$ cat src/rtl/demux_4_to_16_16width_wr.sv
// -----------------------------------------------------------------------------
// demux_4_to_16_16width_wr
//
// Write-side lane demux. It steers a 16-bit word into one of 16 lanes of a
// registered 256-bit bus. This bus drives the 256-bit input of the lane-select
// read mux in the CPU datapath.
//
// Write modes:
//   - Direct: the accepted word goes to lane s.
//   - Sequential fill: after a seq_start pulse, accepted words fill lanes 0..15
//     in order. A done pulse follows lane 15.
//
// Ports:
//   clk          rising-edge clock
//   rst          synchronous active-high reset (highest priority)
//   s            direct-mode lane select (ignored while filling)
//   data_in      word to write
//   in_valid     data_in valid this cycle
//   in_ready     block accepts a word this cycle (low only in DONE)
//   seq_start    one-cycle pulse: start/restart sequential fill at lane 0
//   clr          synchronous clear of bus and valid mask (state/ptr untouched)
//   data_bus_out lane k occupies bits [16k+15:16k]
//   lane_valid   bit k set once lane k written since last reset/clear
//   busy         high while in FILL
//   done         one-cycle pulse after lane 15 is written in FILL
//
// Build option:
//   DEMUX_CLEAR_ON_START_EN - seq_start (in IDLE or FILL) also clears the bus
//                             and valid mask. A word accepted in that same
//                             cycle is still written to lane 0.
// -----------------------------------------------------------------------------
module demux_4_to_16_16width_wr #(
  parameter int LANES = 16,
  parameter int WIDTH = 16
) (
  input  logic                   clk,
  input  logic                   rst,
  input  logic [3:0]             s,
  input  logic [WIDTH-1:0]       data_in,
  input  logic                   in_valid,
  output logic                   in_ready,
  input  logic                   seq_start,
  input  logic                   clr,
  output logic [LANES*WIDTH-1:0] data_bus_out,
  output logic [LANES-1:0]       lane_valid,
  output logic                   busy,
  output logic                   done
);

  typedef enum logic [1:0] {
    IDLE = 2'd0,
    FILL = 2'd1,
    DONE = 2'd2
  } state_t;

  state_t                 state_q, state_d;
  logic [3:0]             ptr_q, ptr_d;
  logic [LANES*WIDTH-1:0] bus_d;
  logic [LANES-1:0]       valid_d;
  logic                   accept;
  logic                   wr_en;
  logic [3:0]             wr_lane;

  always_comb begin
    state_d = state_q;
    ptr_d   = ptr_q;
    bus_d   = data_bus_out;
    valid_d = lane_valid;
    wr_en   = 1'b0;
    wr_lane = s;
    accept  = in_valid & in_ready;

    unique case (state_q)
      IDLE: begin
        if (seq_start) begin
          state_d = FILL;
          ptr_d   = '0;
          if (accept) begin
            wr_en   = 1'b1;
            wr_lane = '0;
            ptr_d   = 4'd1;
          end
        end else if (accept) begin
          wr_en   = 1'b1;
          wr_lane = s;
        end
      end
      FILL: begin
        if (seq_start) begin
          ptr_d = '0;
          if (accept) begin
            wr_en   = 1'b1;
            wr_lane = '0;
            ptr_d   = 4'd1;
          end
        end else if (accept) begin
          wr_en   = 1'b1;
          wr_lane = ptr_q;
          if (ptr_q == 4'(LANES - 1)) begin
            state_d = DONE;
            ptr_d   = '0;
          end else begin
            ptr_d = ptr_q + 4'd1;
          end
        end
      end
      DONE: begin
        state_d = IDLE;
      end
      default: begin
        state_d = IDLE;
        ptr_d   = '0;
      end
    endcase

`ifdef DEMUX_CLEAR_ON_START_EN
    if (seq_start && (state_q != DONE)) begin
      bus_d   = '0;
      valid_d = '0;
    end
`endif

    // clr drops the data write only. The FSM and ptr updates above still see
    // the word as accepted.
    if (clr) begin
      bus_d   = '0;
      valid_d = '0;
    end else if (wr_en) begin
      bus_d[wr_lane*WIDTH +: WIDTH] = data_in;
      valid_d[wr_lane]              = 1'b1;
    end
  end

  // Status outputs are registered from the next state. They therefore line up
  // with the state they describe.
  always_ff @(posedge clk) begin
    if (rst) begin
      state_q      <= IDLE;
      ptr_q        <= '0;
      data_bus_out <= '0;
      lane_valid   <= '0;
      busy         <= 1'b0;
      done         <= 1'b0;
      in_ready     <= 1'b1;
    end else begin
      state_q      <= state_d;
      ptr_q        <= ptr_d;
      data_bus_out <= bus_d;
      lane_valid   <= valid_d;
      busy         <= (state_d == FILL);
      done         <= (state_d == DONE);
      in_ready     <= (state_d != DONE);
    end
  end

endmodule

$ cat config.mk
export PLATFORM = sky130hd
export DESIGN_NAME = demux_4_to_16_16width_wr
export DESIGN_NICKNAME = d
export VERILOG_FILES = /design/src/rtl/demux_4_to_16_16width_wr.sv
export SDC_FILE = /design/constraint.sdc
export NUM_CORES = 1
export LEC_CHECK = 0
export ABC_CLOCK_PERIOD_IN_PS = 4500
export CAP_MARGIN = 30
export CORE_AREA = 3 3 129 181
export CTS_BUF_LIST = sky130_fd_sc_hd__clkbuf_4
export DETAILED_ROUTE_END_ITERATION = 7
export DIE_AREA = 0 0 132 184
export HOLD_SLACK_MARGIN = 0.05
export PLACE_DENSITY = 0.82
export SLEW_MARGIN = 20
export SYNTH_ARGS = -nofsm -noshare
export SYNTH_HDL_FRONTEND = slang
export SYNTH_SLANG_ARGS = --single-unit
$ cat constraint.sdc
create_clock -name clk -period 4.5 [get_ports clk]
set_input_delay 1.125 -clock clk [delete_from_list [all_inputs] [get_ports clk]]
set_output_delay 1.125 -clock clk [all_outputs]
set_load 0.01 [all_outputs]
# After elaboration in Yosys (flattened, before gate mapping)
# Index checks and enable logic that the tools add are counted.
[op_classes]
mux = 21
n_eq_ne = 8
n_bitwise = 3
add_sub_neg = 2
shift = 2
n_reduce_logical = 5
n_lt_le_gt_ge = 2
[ops]
columns = ["op", "n"]
rows = [
  ["$bwmux 256", 1],
  ["$shift 16x34->256 const A", 1],
  ["$shiftx 16x34->256", 1],
  ["$neg 8->34", 1],
  ["$mux 4", 8],
  ["$or 16x16->16", 1],
  ["$pmux 4 s3", 1],
  ["$mux 2", 4],
  ["$pmux 4 s2", 1],
  ["$lt 4x5->1 const B", 1],
  ["$add 4x1->4 const B", 1],
  ["$demux 1 s4", 1],
  ["$eq 2x1->1 const B", 2],
  ["$eq 2x2->1 const B", 2],
  ["$eq 4x4->1 const B", 1],
  ["$ge 4x1->1 const B", 1],
  ["$mux 1", 4],
  ["$ne 2x2->1 const B", 2],
  ["$pmux 2 s2", 1],
  ["$reduce_or 2->1", 2],
  ["$ne 3x3->1 const B", 1],
  ["$reduce_and 3->1", 1],
  ["$logic_not 2->1", 1],
  ["$and 1x1->1", 1],
  ["2 further kinds", 2],
]
[totals]
word_cells = 50
ff_bits = 281

# Logic depth before layout (Yosys ltp)
# Gate-level depths: netlist of the first run.
[depth]
ltp_word = 9
ltp_mapped = 16
ltp_nobuf = 10

# Least setup slack after synthesis of the first run
# No wires, ideal clock.
[synth_path]
kind = "input -> register"
start = "in seq_start"
end = "reg data_bus_out[214]"
slack_ns = 0.728
n_path_buf = 5
required_time_ns = 4.368
arrival_time_ns = 3.640
cell_stages = 15
path_cell_list = "buf_6 nor3b_4 nand3_2 nand2_1 clkbuf_1 inv_1 ha_1 clkbuf_1 o211ai_1 o211a_1 buf_4 nand3_1 clkbuf_1 nand2_1 a21oi_1"
[synth_between]
elab_chain_cells = 5
word_cells_on_any_way = 7
classes_between = "add/sub: 1; shift: 2; mux: 4"
[synth_lines]
columns = ["item", "line_no", "source"]
rows = [
  ["start, declared", "42", "input logic seq_start,"],
  ["$mux 4 (on tied branches)", "89, 75", ""],
  ["$pmux 4 s2 (*)", "73", "unique case (state_q)"],
  ["$neg 8->34 (*)", "129", "bus_d[wr_lane*WIDTH +: WIDTH] = data_in;"],
  ["$shiftx 16x34->256 / $shift 16x34->256 (equally long branches)", "129", ""],
  ["$bwmux 256 (*)", "129", ""],
  ["end signal, assigned", "148", "data_bus_out <= bus_d;"],
  ["end, declared", "44", "output logic [LANES*WIDTH-1:0] data_bus_out,"],
]
# Mark *: on every way between the ends. The rest lies on a longest branch, timed or not.
# A chain may end at the register's enable or synchronous reset.

# Worst setup path in the final report of the first run
[layout_path]
start = "in seq_start"
end = "reg data_bus_out[121]"
# Same word-level chain as after synthesis.

==> results.cfg, run 1 <==
[clock_network]
cts_setup_buffers = 0
cts.sinks = 281
ctsHoldBuffers = 0
clk_latency_ns = 0.66
cts_tree = yes
clockBufferDepth = 3
htree_levels = 3
cts_resized = 0
cts_buffers = 67
path_clk_slew_ns = 0.07
cts_root_buf = clkbuf_4

[synth]
async_reset_ff_frac = 0
syn_inst = 1277
synth_edf_count = 0
synth_xor_area_frac = 0
ys_seq_elements = 281
synth_seq_area_share = 0.5184
syn-num-nets = 1308
synth_top_family_by_area = simple AND/OR/NAND/NOR gates
synth_mux_area_frac = 0.03044
yosysWarnings = 0
ys_types = 52
synth_compound_area_frac = 0.1394
synth_ff_type = dfxtp_1
synth_fa_ha_area_frac = 0.006918
syn-cell-area_um2 = 10850
yosys.area_share.simple = 0.2365
avgSynthCellArea_um2 = 8.498

[timing]
final_max_slew_viol_count = 0
fmax_mhz = 262.4
period_share = 0.8468
finalHoldViolations = 0
finalSetupTns_ns = 0
finalCriticalPeriod_ns = 3.811
slew_headroom = 0.3016
rsz0062_at_grt = no
skew_ns = 0.03553
worst_pin_slew_ns = 1.044
finalWorstSetupSlack_ns = 0.6893
setup_violations = 0

[setup_path]
cpPeakStageDelay_ns = 0.54
crit_type = in2reg
ff2ff_path_depth = 11
r2r-start = state_q[0]$_SDFF_PP0_
reg2reg_setup_slack_ns = 1.26
arrival_ns = 4.38
crit_chain = clkdlybuf4s50_1 -> nor3b_4 -> nand3_2 -> nand2_1 -> inv_1 -> ha_1 -> o211ai_1 -> o211a_1 -> and3_1 -> buf_4 -> nand3_1 -> a21oi_1
critPathCaptureType = flop
critPathSlowestCell = clkdlybuf4s50_1
path_buf_inv = 3
reg2reg_to = data_bus_out[121]$_SDFFE_PP0P_
crit_path_max_fanout = 15
start_kind = input pin
critical_path_required_ns = 5.07
cpLargestDelayFamily = simple AND/OR/NAND/NOR gates

[floorplanning]
chipHeight_um = 184
rows = 64
io_pins = 300
start_util = 0.4964
fp.dieW_um = 132
dieArea_um2 = 24290
core_area_um2 = 21860

[cells_and_area]
final_layout_size_suffix_gt1_frac = 0.1085
multi_input_area_um2 = 4514
syn2layout_area_growth_pct = 36.80
fin_area_um2 = 14850
nNetsFinal = 1601
fill_cells = 1770
regArea_um2 = 5625

[global_routing]
grt_pass1_vias = 10250
use_met2 = 0.4971
met1_usage = 0.3345
grt_max_degree = 73
grtUsageMet3 = 0.07202
antenna_found_initial = 1
grt_use_total = 0.2925
overflow = 0
grt-busiest-layer = met2
grt_first_pass_wirelength_mm = 56.46

[route]
firstDrtPassIters = 5
vias = 10740
vias_per_cell = 5.619
routed_wl_mm = 36.77
drc = 0
avgRoutedWirePerCell_um = 19.24
detail-route-antenna-nets = 0
drt_iter0_drc = 891

[power]
power.density_nw_per_um2 = 339.4
p_leak_nw = 5.108
fin_total_pwr_w = 0.005039
irDropWorstVdd_uv = 246.3

[placement]
io_buffers = 299
routabilityCongestion = 0.8602
dpl_worst_slack_ns = 0.09508
dp_hpwl_mm = 24.91
dpl_cell_area_um2 = 13930

[min_path]
hold_class = reg2reg
holdPathEnd = data_bus_out[117]$_SDFFE_PP0P_
hp-start = data_bus_out[117]$_SDFFE_PP0P_
holdPathStages = 2

[job]
cap_violations = 0

[run_status]
status = complete, no violations
==> per-stage QoR <==
stage | hold slack (ns) | util | std cells
floorplan | 0.4761 | - | 1277
global placement | 0.4394 | 0.6367 | 1796
detailed placement | 0.4440 | 0.6374 | 1797
CTS | 0.4536 | 0.6783 | 1909
global route | 0.4730 | 0.6791 | 1911
finish | 0.4534 | 0.6791 | 1911
==> power by group <==
part | internal (W) | total (W) | switching (W)
sequential | 0.00249 | 0.00250 | 0.00000529
clock | 0.00121 | 0.00219 | 0.000985
combinational | 0.0000976 | 0.000349 | 0.000251
==> cell families after synthesis <==
kind of cell,count (synthesis)
flip-flops,281
AO/OA/AOI/OAI,277
buffers and inverters,128
adder cells (fa/ha/maj),6
AND/OR/NAND/NOR,552
multiplexers,33
==> final cells by class <==
type,count,area share
inverter,5,0.001264
clock buffer,96,0.04855
multi-input combinational,868,0.3041
timing repair buffer,347,0.2303
tap,297,0.02503
clock inverter,16,0.01172
sequential,281,0.3789
antenna,1,0.0001686
==> state kept, by name, indices dropped and copies added, names as in the netlist <==
name,count
data_bus_out,256
ptr_q,4
busy,1
lane_valid,16
done,1
in_ready,1
state_q,2
==> synthesized netlist by cell type, drive strengths merged, types with 2 or more instances <==
master | n | area [µm²]
a211oi | 4 | 40.03
a21boi | 3 | 22.52
a21oi | 130 | 650.6
a31oi | 17 | 106.4
and2 | 4 | 25.02
and3 | 13 | 81.33
buf | 74 | 531.8
clkbuf | 49 | 191.4
dfxtp | 281 | 5625
ha | 6 | 75.07
inv | 5 | 18.77
mux2i | 33 | 330.3
nand2 | 219 | 822.0
nand3 | 237 | 1204
nand3b | 3 | 26.27
nand4 | 5 | 43.79
nor2 | 47 | 183.9
nor2b | 4 | 25.02
nor3 | 10 | 61.31
nor4 | 3 | 25.02
nor4b | 2 | 17.52
o2111ai | 3 | 32.53
o211ai | 3 | 22.52
o21a | 2 | 16.27
o21ai | 108 | 544.3
o22a | 2 | 17.52
or2 | 2 | 12.51
==> worst register-to-register path, stage by stage (launching register included) <==
cell	delay [ns]
dfxtp_1	0.46
nor3b_4	0.40
nand3_2	0.23
nand2_1	0.18
inv_1	0.08
ha_1	0.25
o211ai_1	0.13
o211a_1	0.52
and3_1	0.42
buf_4	0.20
nand3_1	0.09
a21oi_1	0.21
==> worst max-delay path by stage <==
stage               startpoint                             end  slack, ns  cells after the start
floorplan            seq_start  data_bus_out[214]$_SDFFE_PP0P_       0.73                     15
global placement     seq_start  data_bus_out[127]$_SDFFE_PP0P_       0.20                     12
detailed placement   seq_start  data_bus_out[120]$_SDFFE_PP0P_        0.1                     12
CTS                  seq_start  data_bus_out[123]$_SDFFE_PP0P_       0.76                     12
global route         seq_start   data_bus_out[43]$_SDFFE_PP0P_       0.51                     12
finish               seq_start  data_bus_out[121]$_SDFFE_PP0P_       0.69                     12
==> routing by layer <==
layer,up-vias,wire length (µm)
met2,514,18240
met3,108,2889
met1,5090,13670
li1,5025,-
met4,0,1970
met5,-,0
==> cells in the final DEF, fill, tap and decap left out, drive strengths merged, types with 3 or more instances in the layout <==
cell	netlist	layout
and2	4	4
clkinv	0	11
clkbuf	49	96
o21ai	108	108
nand4	5	5
nand3	237	237
nor2	47	47
nor4	3	3
mux2i	33	33
a21oi	130	130
nand3b	3	3
dfxtp	281	281
inv	5	5
nand2	219	219
a31oi	17	17
nor2b	4	4
o2111ai	3	3
ha	6	6
buf	74	48
nor3	10	10
clkdlybuf4s50	0	299
o211ai	3	3
a211oi	4	4
and3	13	13
bufinv	0	4
a21boi	3	3
(Power assumes the default switching activity.)
==> run 2: changes to the inputs <==
- ABC_CLOCK_PERIOD_IN_PS: 4500 -> 3900
- clock period: 4.5 -> 3.9 ns (I/O delays scaled with it)
==> run 2 against run 1 <==
  * Count of clock-buffer cells in the layout decreased by 6
  * First-iteration DRC count decreased by 10%
  * Sequential power rose by 15%
  * Combinational power up 26%
  * Critical path type unchanged
==> results.cfg, run 2 (synthesized netlist as in run 1, its figures left out) <==
[route]
drc = 0
detail-route-antenna-nets = 0
vias = 10780
firstDrtPassIters = 6
drt_iter0_drc = 802
vias_per_cell = 5.615
avgRoutedWirePerCell_um = 19.13
routed_wl_mm = 36.71

[cells_and_area]
layout_common_cells = clkdlybuf4s50_1, dfxtp_1, nand3_1, nand2_1, a21oi_1
multi_input_area_um2 = 4514
layout_commonest_cell = clkdlybuf4s50_1
fin_area_um2 = 15020
fill_cells = 1752
syn2layout_area_growth_pct = 38.44
nNetsFinal = 1619
reg_top3 = data_bus_out x256, lane_valid x16, ptr_q x4
regArea_um2 = 5625
regMostFlops = data_bus_out
final_layout_size_suffix_gt1_frac = 0.1166
largest_register_ffs = 256
final_cells = 1919

[timing]
whs_ns = 0.4512
setup_violations = 0
finalCriticalPeriod_ns = 3.482
worst_pin_slew_ns = 1.093
period_share = 0.8928
finalHoldViolations = 0
finalSetupTns_ns = 0
fmax_mhz = 287.2
skew_ns = 0.03268
slew_headroom = 0.2688
rsz0062_at_grt = no
final_max_slew_viol_count = 0

[setup_path]
critPathCaptureType = flop
critical_path_required_ns = 4.46
cpPeakStageDelay_ns = 0.55
ff2ff_path_depth = 11
start_kind = input pin
critPathSlowestCell = clkdlybuf4s50_1
r2r-start = state_q[0]$_SDFF_PP0_
reg2reg_to = data_bus_out[123]$_SDFFE_PP0P_
crit_chain = clkdlybuf4s50_1 -> nor3b_4 -> nand3_2 -> nand2_1 -> inv_1 -> ha_1 -> o211ai_1 -> o211a_1 -> and3_1 -> buf_4 -> nand3_1 -> a21oi_1
arrival_ns = 4.04
reg2reg_setup_slack_ns = 0.82
crit_path_max_fanout = 15
crit_type = in2reg

[placement]
dp_hpwl_mm = 24.97
dpl_cell_area_um2 = 14290
routabilityCongestion = 0.8803
io_buffers = 299
dp.cells = 1816

[clock_network]
cts_resized = 0
clk_latency_ns = 0.65
cts_buffers = 67
cts_tree = yes
htree_levels = 3
cts_setup_buffers = 0
path_clk_slew_ns = 0.06
ctsHoldBuffers = 0
cts_root_buf = clkbuf_4
clockBufferDepth = 3
cts.sinks = 281

[global_routing]
antenna_found_initial = 1
overflow = 0
grt_use_total = 0.2884
grt_max_degree = 121
grt_pass1_vias = 10290
grt_first_pass_wirelength_mm = 55.86

[job]
cap_violations = 0

[floorplanning]
fp.dieW_um = 132
start_util = 0.4964
rows = 64
dieArea_um2 = 24290
io_pins = 300
core_area_um2 = 21860
chipHeight_um = 184

[power]
seqPwrFrac = 0.527
p_sw_frac = 0.2549
fin_total_pwr_w = 0.005470
p_int_w = 0.004076
power.density_nw_per_um2 = 364.1
p_sw_w = 0.001394
combPwrFrac = 0.080
clockPowerShare = 0.393
irDropWorstVdd_uv = 250.9
p_leak_nw = 5.204

[min_path]
holdPathEnd = data_bus_out[181]$_SDFFE_PP0P_
hold_class = reg2reg
holdPathStages = 2
hp-start = data_bus_out[181]$_SDFFE_PP0P_

[run_status]
status = complete, no violations
## run 2: power groups by stage
| stage | clock (W) | sequential, W | combinational, W |
|---|---|---|---|
| final | 0.00215 | 0.00288 | 0.000439 |
| after global placement | 0 | 0.00295 | 0.000427 |
| after floorplan | 0 | 0.00295 | 0.000249 |
| after detailed placement | 0 | 0.00295 | 0.000431 |
| after global routing | 0.00233 | 0.00288 | 0.000462 |
| after CTS | 0.00221 | 0.00288 | 0.000432 |
## run 2: metrics by stage
stage                 util  setup WS, ns
floorplan                -        0.2780
CTS                 0.6871        0.5340
global placement    0.6538       -0.1127
finish              0.6872        0.4182
detailed placement  0.6538       -0.1496
global route        0.6872        0.2750
## run 2: worst max-delay path by stage
stage              start                             end  slack (ns)  cells after the start
2_1_floorplan  seq_start  data_bus_out[214]$_SDFFE_PP0P_        0.28                     15
3_3_place_gp   seq_start  data_bus_out[116]$_SDFFE_PP0P_       -0.11                     12
3_5_place_dp   seq_start  data_bus_out[245]$_SDFFE_PP0P_       -0.15                     12
4_1_cts        seq_start  data_bus_out[123]$_SDFFE_PP0P_        0.53                     12
5_1_grt        seq_start  data_bus_out[123]$_SDFFE_PP0P_        0.27                     12
6_report       seq_start  data_bus_out[123]$_SDFFE_PP0P_        0.42                     12
## run 2: cell type report
type / count / area share
Sequential cell: 281 / 0.3744
Clock buffer: 90 / 0.04497
Multi-Input combinational cell: 868 / 0.3005
Antenna cell: 1 / 0.0001666
Clock inverter: 12 / 0.003415
Tap cell: 297 / 0.02474
Timing Repair Buffer: 365 / 0.2505
Inverter: 5 / 0.001249
## run 2: critical path, delay by kind of cell
kind            cells  cell delay, ns
fa+ha+maj           1            0.26
compound gates      3            0.84
buf+inv             3            0.81
simple gates        5            1.14
## run 2: routing by layer
| layer | wire (µm) | vias up | global-route usage |
|---|---|---|---|
| li1 | - | 5068 | - |
| met1 | 13050 | 5014 | 0.3151 |
| met2 | 18270 | 565 | 0.4955 |
| met3 | 3296 | 129 | 0.07968 |
| met4 | 2097 | 0 | 0.1816 |
| met5 | 0 | - | 0 |
==> run 3: changes to the inputs <==
- CORE_AREA: 3 3 129 181 -> 3 3 132 184
- CTS_BUF_LIST: sky130_fd_sc_hd__clkbuf_4 -> unset
- DIE_AREA: 0 0 132 184 -> 0 0 135 187
- PLACE_DENSITY: 0.82 -> 0.79
==> run 3 against run 2 <==
  * Core utilization is 1.8 points lower
  * Non-clock buffer count up 7
  * Combinational power grew 3%
  * Fmax down 0.39%
  * Clock skew fell by 0.013 ns
  * Register-to-register slack hardly changed
  * Total power up 6.3%
  * Count of clock-buffer cells in the layout shrank 56
  * Hold slack improved by 0.0046 ns
  * Final area grew 1.1%
  * Sequential cell count is the same
  * Critical path depth unchanged
  * Largest power group unchanged
==> results.cfg, run 3 (synthesized netlist as in run 1, its figures left out) <==
[clock_network]
ctsHoldBuffers = 0
cts_root_buf = clkbuf_16
clk_latency_ns = 0.53
cts_tree = yes
cts_buffers = 26
htree_levels = 1
cts_resized = 0
cts.sinks = 281
clockBufferDepth = 3
cts_setup_buffers = 0
path_clk_slew_ns = 0.06

[timing]
period_share = 0.8962
finalHoldViolations = 0
rsz0062_at_grt = no
final_max_slew_viol_count = 0
setup_violations = 0
finalCriticalPeriod_ns = 3.495
fmax_mhz = 286.1
finalSetupTns_ns = 0
slew_headroom = 0.2942
whs_ns = 0.4557
skew_ns = 0.01942
worst_pin_slew_ns = 1.055

[setup_path]
crit_type = in2reg
critPathCaptureType = flop
cpLargestDelayFamily = simple AND/OR/NAND/NOR gates
cp_common_cell = inv_1
r2r-start = state_q[1]$_SDFF_PP0_
path_buf_inv = 4
critPathSlowestCell = and3_1
crit_path_start = in_valid
arrival_ns = 3.96
crit_chain = clkdlybuf4s50_1 -> nand3b_2 -> o21ai_0 -> and2_1 -> inv_1 -> ha_1 -> inv_1 -> a211oi_2 -> buf_4 -> and3_1 -> nand3_1 -> a21oi_1
cpPeakStageDelay_ns = 0.56
crit_path_max_fanout = 16
start_kind = input pin
critical_path_required_ns = 4.36

[floorplanning]
start_util = 0.4782
chipHeight_um = 187
fp.dieW_um = 135
core_area_um2 = 22690
rows = 65
io_pins = 300
dieArea_um2 = 25250

[cells_and_area]
antenna_cells = 0
regMostFlops = data_bus_out
final_layout_size_suffix_gt1_frac = 0.08668
layout_commonest_cell = clkdlybuf4s50_1
syn2layout_area_growth_pct = 39.95
reg_top3 = data_bus_out x256, lane_valid x16, ptr_q x4
largest_register_ffs = 256
layout_common_cells = clkdlybuf4s50_1, dfxtp_1, nand3_1, nand2_1, a21oi_1
nNetsFinal = 1585

[global_routing]
grt_first_pass_wirelength_mm = 57.65
grt_use_total = 0.2856
antenna_found_initial = 0
grt_max_degree = 121
overflow = 0
grt_pass1_vias = 10410

[placement]
routabilityCongestion = 0.9242
io_buffers = 299
dp_hpwl_mm = 25.17

[route]
drt_iter0_drc = 786
detail-route-antenna-nets = 0
routed_wl_mm = 37.19
vias = 10560
firstDrtPassIters = 5
drc = 0
vias_per_cell = 5.648
avgRoutedWirePerCell_um = 19.89

[job]
cap_violations = 0

[power]
fin_total_pwr_w = 0.005816
p_leak_nw = 5.207
irDropWorstVdd_uv = 332.8
power.density_nw_per_um2 = 382.9

[min_path]
hp-start = data_bus_out[106]$_SDFFE_PP0P_
hold_class = reg2reg

[run_status]
status = complete, no violations
-- run 3: cell count changes in the layout (fill, tap and decap cells not counted), sizes merged --
cell,previous run,this run
buf,66,73
clkbuf,90,34
inv,10,5
bufinv,0,2
diode,1,0
-- run 3: worst reg2reg max path, stage by stage, from the launching register on --
cell	delay [ns]
dfxtp_1	0.40
nand3b_2	0.31
o21ai_0	0.25
and2_1	0.20
inv_1	0.07
ha_1	0.37
inv_1	0.11
a211oi_2	0.21
buf_4	0.17
and3_1	0.56
nand3_1	0.18
a21oi_1	0.17
-- run 3: power by group --
part | total [W] | leakage, nW | internal, W | switching [W]
Sequential | 0.00288 | 2.26 | 0.00288 | 0.00000602
Combinational | 0.000452 | 2.54 | 0.000153 | 0.000299
Clock | 0.00248 | 0.405 | 0.00143 | 0.00106
Total | 0.00582 | 5.21 | 0.00445 | 0.00136
-- run 3: final timing paths --
| path | endpoint | slack [ns] | cells past startpoint |
|---|---|---|---|
| hold / removal | data_bus_out[106]$_SDFFE_PP0P_ | 0.46 | 2 |
| setup / recovery | data_bus_out[219]$_SDFFE_PP0P_ | 0.40 | 12 |
| hold reg to reg | data_bus_out[106]$_SDFFE_PP0P_ | 0.46 | 2 |
| setup reg to reg | data_bus_out[219]$_SDFFE_PP0P_ | 0.83 | 11 |
-- run 3: layer usage --
| metal | track usage | wire (µm) |
|---|---|---|
| met4 | 0.1486 | 2022 |
| met1 | 0.3332 | 13600 |
| met3 | 0.05274 | 2950 |
| met5 | 0 | 0 |
| met2 | 0.4946 | 18610 |
-- run 3: cell type report --
type | instances | area [µm²]
Inverter | 5 | 18.77
Clock inverter | 9 | 97.59
Sequential cell | 281 | 5625
Fill cell | 1810 | 7503
Multi-Input combinational cell | 868 | 4514
Tap cell | 301 | 376.6
Timing Repair Buffer | 372 | 3832
Clock buffer | 34 | 721.9
-- run 3: stage by stage --
stage | cells | setup slack (ns) | util | area, µm²
4_1_cts | 1869 | 0.3942 | 0.6688 | 15180
6_report | 1870 | 0.4047 | 0.6693 | 15190
5_1_grt | 1870 | 0.06290 | 0.6693 | 15190
3_5_place_dp | 1826 | -0.09603 | 0.6327 | 14360
2_1_floorplan | 1277 | 0.2780 | - | 10850
3_3_place_gp | 1826 | -0.008007 | 0.6327 | 14360
==> edit 1: new RTL, settings of run 2 <==
`data_bus_out` no longer has a reset.
--- a/src/rtl/demux_4_to_16_16width_wr.sv
+++ b/src/rtl/demux_4_to_16_16width_wr.sv
@@ -138,5 +138,4 @@
       state_q      <= IDLE;
       ptr_q        <= '0;
-      data_bus_out <= '0;
       lane_valid   <= '0;
       busy         <= 1'b0;
@@ -146,5 +145,4 @@
       state_q      <= state_d;
       ptr_q        <= ptr_d;
-      data_bus_out <= bus_d;
       lane_valid   <= valid_d;
       busy         <= (state_d == FILL);
@@ -154,4 +152,8 @@
   end
 
+  always_ff @(posedge clk) begin
+    data_bus_out <= bus_d;
+  end
+
 endmodule
 
Function: changed (a bounded check fails within 4 cycles, from zero or initial values and one cycle with rst high; the reset may be asserted at any time).
==> edit 1 against run 2 <==
Wire length is 9.3% lower. Die area stayed put. Critical path type unchanged. Synthesized area hardly changed. Design area is 1.8% higher. Power is 6.2% higher. Clock power is 9% higher. Worst setup slack better by 69 ps. Sequential cell count stayed put. Critical endpoint is now data_bus_out[243].
==> edit 1: results <==
clock_tree:
  cts_inserted_buffers: 67
finish:
  largestRegisters: "data_bus_out (256), lane_valid (16), ptr_q (4)"
  fillers: 1637
  drive_above_1_share: 0.136
  nets: 1450
route:
  via_count: 9099
  first_pass_iters: 5
  route.detailed.drc: 0
  detail_route.wl_per_cell_microns: 18.9
  drt-initial-drc-count: 416
  routed_via_density: 5.16
global_routing:
  grt_pass1_wl_microns: 51600
  grt_pass1_vias: 9325
  grt_max_degree: 140
  gr-usage-all-layers: 0.269
logic_synthesis:
  syn_nets: 1117
  synth_common_cells: "dfxtp_1 (281), nor2_1 (226), mux2i_1 (208)"
  async_reset_ff_frac: 0
  synth_cell_types: 51
  syn_avg_cell_area_sq_um: 9.99
  seq_area_frac_synth: 0.518
  synthTopCellsByArea: "dfxtp_1 (52%), mux2i_1 (19%), nor2_1 (7.8%), clkbuf_1 (2.1%), nand2b_1 (2.0%)"
power_and_ir_drop:
  vdd_drop_max_uv: 283
  total_leakage_power_nw: 6.14
status:
  outcome: "complete, no violations"
sta:
  skew_ps: 45.0
  whs_ps: 449
  max-slew-margin-rel: 0.382
place:
  hpwlAfterDp_microns: 23200
  gp_congestion: 0.865
  place_inst: 1647
critical_path:
  worstRegToRegCells: 8
  endpoint: "data_bus_out[243]"
  cp_slowest_cell: "nor4_4"
  cp.arrival_ps: 3980
  cp_max_fo: 16
  r2r_setup_slack_ps: 680
  slowest_delay_ps: 720
hold_path:
  hp-start: "data_bus_out[201]"
  hold_class: "flip-flop to flip-flop"
  min_to: "data_bus_out[201]"
  hold_depth: 2
[edit 1: power by group]
group | switching [W] | internal (W) | leakage [nW] | total (W)
clock network | 0.00115 | 0.00118 | 0.501 | 0.00234
logic | 0.000325 | 0.000223 | 3.37 | 0.000547
registers | 0.0000212 | 0.00290 | 2.27 | 0.00292
total | 0.00150 | 0.00431 | 6.14 | 0.00581
[edit 1: per-stage QoR]
step | setup WS, ps | setup TNS (ps) | cell area, sq um
2_1_floorplan | -15.1 | -151 | 10900
3_3_place_gp | -56.5 | -883 | 14500
3_5_place_dp | -133 | -7100 | 14500
4_1_cts | 550 | 0 | 15300
5_1_grt | 297 | 0 | 15300
6_report | 487 | 0 | 15300
[edit 1: cell families after synthesis]
| logic type | after synthesis | share of synthesized area |
|---|---|---|
| and+or+nand+nor | 381 | 0.160 |
| adders and majority gates | 6 | 0.00692 |
| DFF | 281 | 0.518 |
| buffers and inverters | 106 | 0.0452 |
| AOI/OAI and AO/OA | 103 | 0.0765 |
| muxes | 209 | 0.193 |
[edit 1: layout make-up]
class | count | area, sq um | share of cell area
sequential | 281 | 5630 | 0.368
multi-input combinational | 699 | 4770 | 0.312
timing repair buffer | 361 | 3650 | 0.239
clock buffer | 100 | 751 | 0.0491
tap | 297 | 372 | 0.0243
clock inverter | 15 | 81.3 | 0.00532
inverter | 9 | 38.8 | 0.00254
antenna | 3 | 7.51 | 0.000491
[edit 1: per-layer routing]
layer  up-vias  GRT usage  routed length [microns]
li1       4346          -                        -
met1      4305      0.286                    12600
met2       364      0.467                    16600
met3        84     0.0857                     2660
met4         0      0.159                     1480
met5         -          0                        0
[edit 1: worst min-delay path, cell delays in order (launching register included)]
cell	delay [ps]
dfxtp_1	310
nand2_1	50
a21oi_1	50
==> edit 2: new RTL, flow settings as in run 2 <==
Made on the original files. Change the parameter `LANES` from 16 to 8.
--- a/src/rtl/demux_4_to_16_16width_wr.sv
+++ b/src/rtl/demux_4_to_16_16width_wr.sv
@@ -31,5 +31,5 @@
 // -----------------------------------------------------------------------------
 module demux_4_to_16_16width_wr #(
-  parameter int LANES = 16,
+  parameter int LANES = 8,
   parameter int WIDTH = 16
 ) (
Interface: changed (resized data_bus_out and lane_valid); port bits go from 300 to 164. The function was not compared with the original's and may differ.
==> edit 2 against run 2 <==
Die area unchanged. Count of clock-buffer cells in the layout down 72. Sequential cell count decreased by 136. Critical path type unchanged. First-iteration DRC count decreased by 69%. Design area down 45%. Wire length shrank 48%. Synthesized area fell by 46%. Largest power group unchanged. Power fell by 47%. Synthesized cell count decreased by 50%. Worst setup slack improved by 16 ps. Critical endpoint is now data_bus_out[78]. Sequential share of layout area down 2.3 points.
==> edit 2: results <==
status:
  outcome: "complete, no violations"
place:
  place_area_sq_um: 7930
  gp_congestion: 0.892
  hpwlAfterDp_microns: 13800
  port-buffer-count: 163
  post-place-ws_ps: -109
sta:
  skew_ps: 15.5
  max-slew-margin-rel: 0.540
clock_tree:
  cts.repair.resized: 0
  clk_latency_ps: 540
  cts_setup_buffers: 0
  htreeDepth: 4
  cts_inserted_buffers: 17
  clk_pin_slew_worst_paths_ps: 130
  cts.path.max_buffers: 2
global_routing:
  gr-usage-all-layers: 0.157
  grt_max_degree: 45
  grt_pass1_vias: 5153
  grt_pass1_wl_microns: 29400
  antenna_found_initial: 0
hold_path:
  hp-start: "data_bus_out[59]"
  hold_class: "flip-flop to flip-flop"
  min_to: "data_bus_out[59]"
logic_synthesis:
  yosysWarnings: 0
  seq_area_frac_synth: 0.499
  synth_common_cells: "dfxtp_1 (145), nand2_1 (142), nand3_1 (70)"
  async_reset_ff_frac: 0
  synthTopCellsByArea: "dfxtp_1 (50%), nand2_1 (9.2%), mux2i_1 (8.4%), nand3_1 (6.0%), o21ai_0 (4.6%)"
  syn_nets: 669
  synth_cell_types: 57
  synth_edf_count: 0
power_and_ir_drop:
  total_leakage_power_nw: 2.99
  vdd_drop_max_uv: 133
finish:
  largestRegisters: "data_bus_out (128), lane_valid (8), ptr_q (4)"
  drive_above_1_share: 0.109
  nets: 842
route:
  first_pass_iters: 4
  routed_via_density: 4.64
  drt-initial-drc-count: 247
  wl_microns: 19200
critical_path:
  r2r_end: "data_bus_out[78]"
  cp_max_fo: 32
  cp.arrival_ps: 3890
  slowest_delay_ps: 570
  r2r_setup_slack_ps: 790
[edit 2: cell count changes in the layout (fill, tap and decap cells not counted), sizes merged, moves of 25 or more]
cell,change
clkbuf,-72
a21oi,-120
o21ai,-37
buf,-29
nor2,-25
clkdlybuf4s50,-136
nand3,-167
dfxtp,-136
nand2,-75
[edit 2: layout make-up]
cell class / instances / area [sq um]
fill: 2212 / 13600
antenna: 1 / 2.50
clock buffer: 18 / 135
tap: 297 / 372
multi-input combinational: 444 / 2640
inverter: 6 / 22.5
sequential: 145 / 2900
clock inverter: 12 / 191
timing repair buffer: 200 / 2000
[edit 2: how the worst max path moves through the flow]
stage	start	to	slack [ps]
after floorplan	in_valid	data_bus_out[77]	180
after global placement	in_valid	data_bus_out[70]	-60
after detailed placement	in_valid	data_bus_out[78]	-110
after CTS	in_valid	data_bus_out[78]	520
after global routing	in_valid	data_bus_out[73]	330
final	in_valid	data_bus_out[78]	430
[edit 2: per-stage QoR]
step | hold WS (ps) | TNS (ps) | cells
after floorplan | 473 | 0 | 641
after global placement | 441 | -630 | 1092
after detailed placement | 443 | -2670 | 1092
after CTS | 463 | 0 | 1122
after global routing | 484 | 0 | 1122
final | 460 | 0 | 1123
[edit 2: critical path: cells and delay by family]
kind	cells	cell delay, ps
AND/OR/NAND/NOR	5	1150
buffers and inverters	3	810
AO/OA/AOI/OAI	3	650
adder cells (fa/ha/maj)	1	290
[edit 2: layer usage]
metal  track usage  part of all wire  wire length [microns]
met2         0.268              0.49                   9360
met3        0.0479             0.068                   1310
met4        0.0584             0.025                    475
met5             0                 0                      0
met1         0.186              0.42                   8050
[edit 2: cells by family after synthesis]
logic type / synth area share
flip-flops: 0.499
AND/OR/NAND/NOR: 0.219
AO/OA/AOI/OAI: 0.139
multiplexers: 0.0843
adder cells (fa/ha/maj): 0.00645
buffers and inverters: 0.0523
[edit 2: power breakdown]
group	switching (W)	total [W]	internal [W]
clock network	0.000548	0.00112	0.000568
registers	0.00000718	0.00149	0.00149
logic	0.000174	0.000283	0.000109
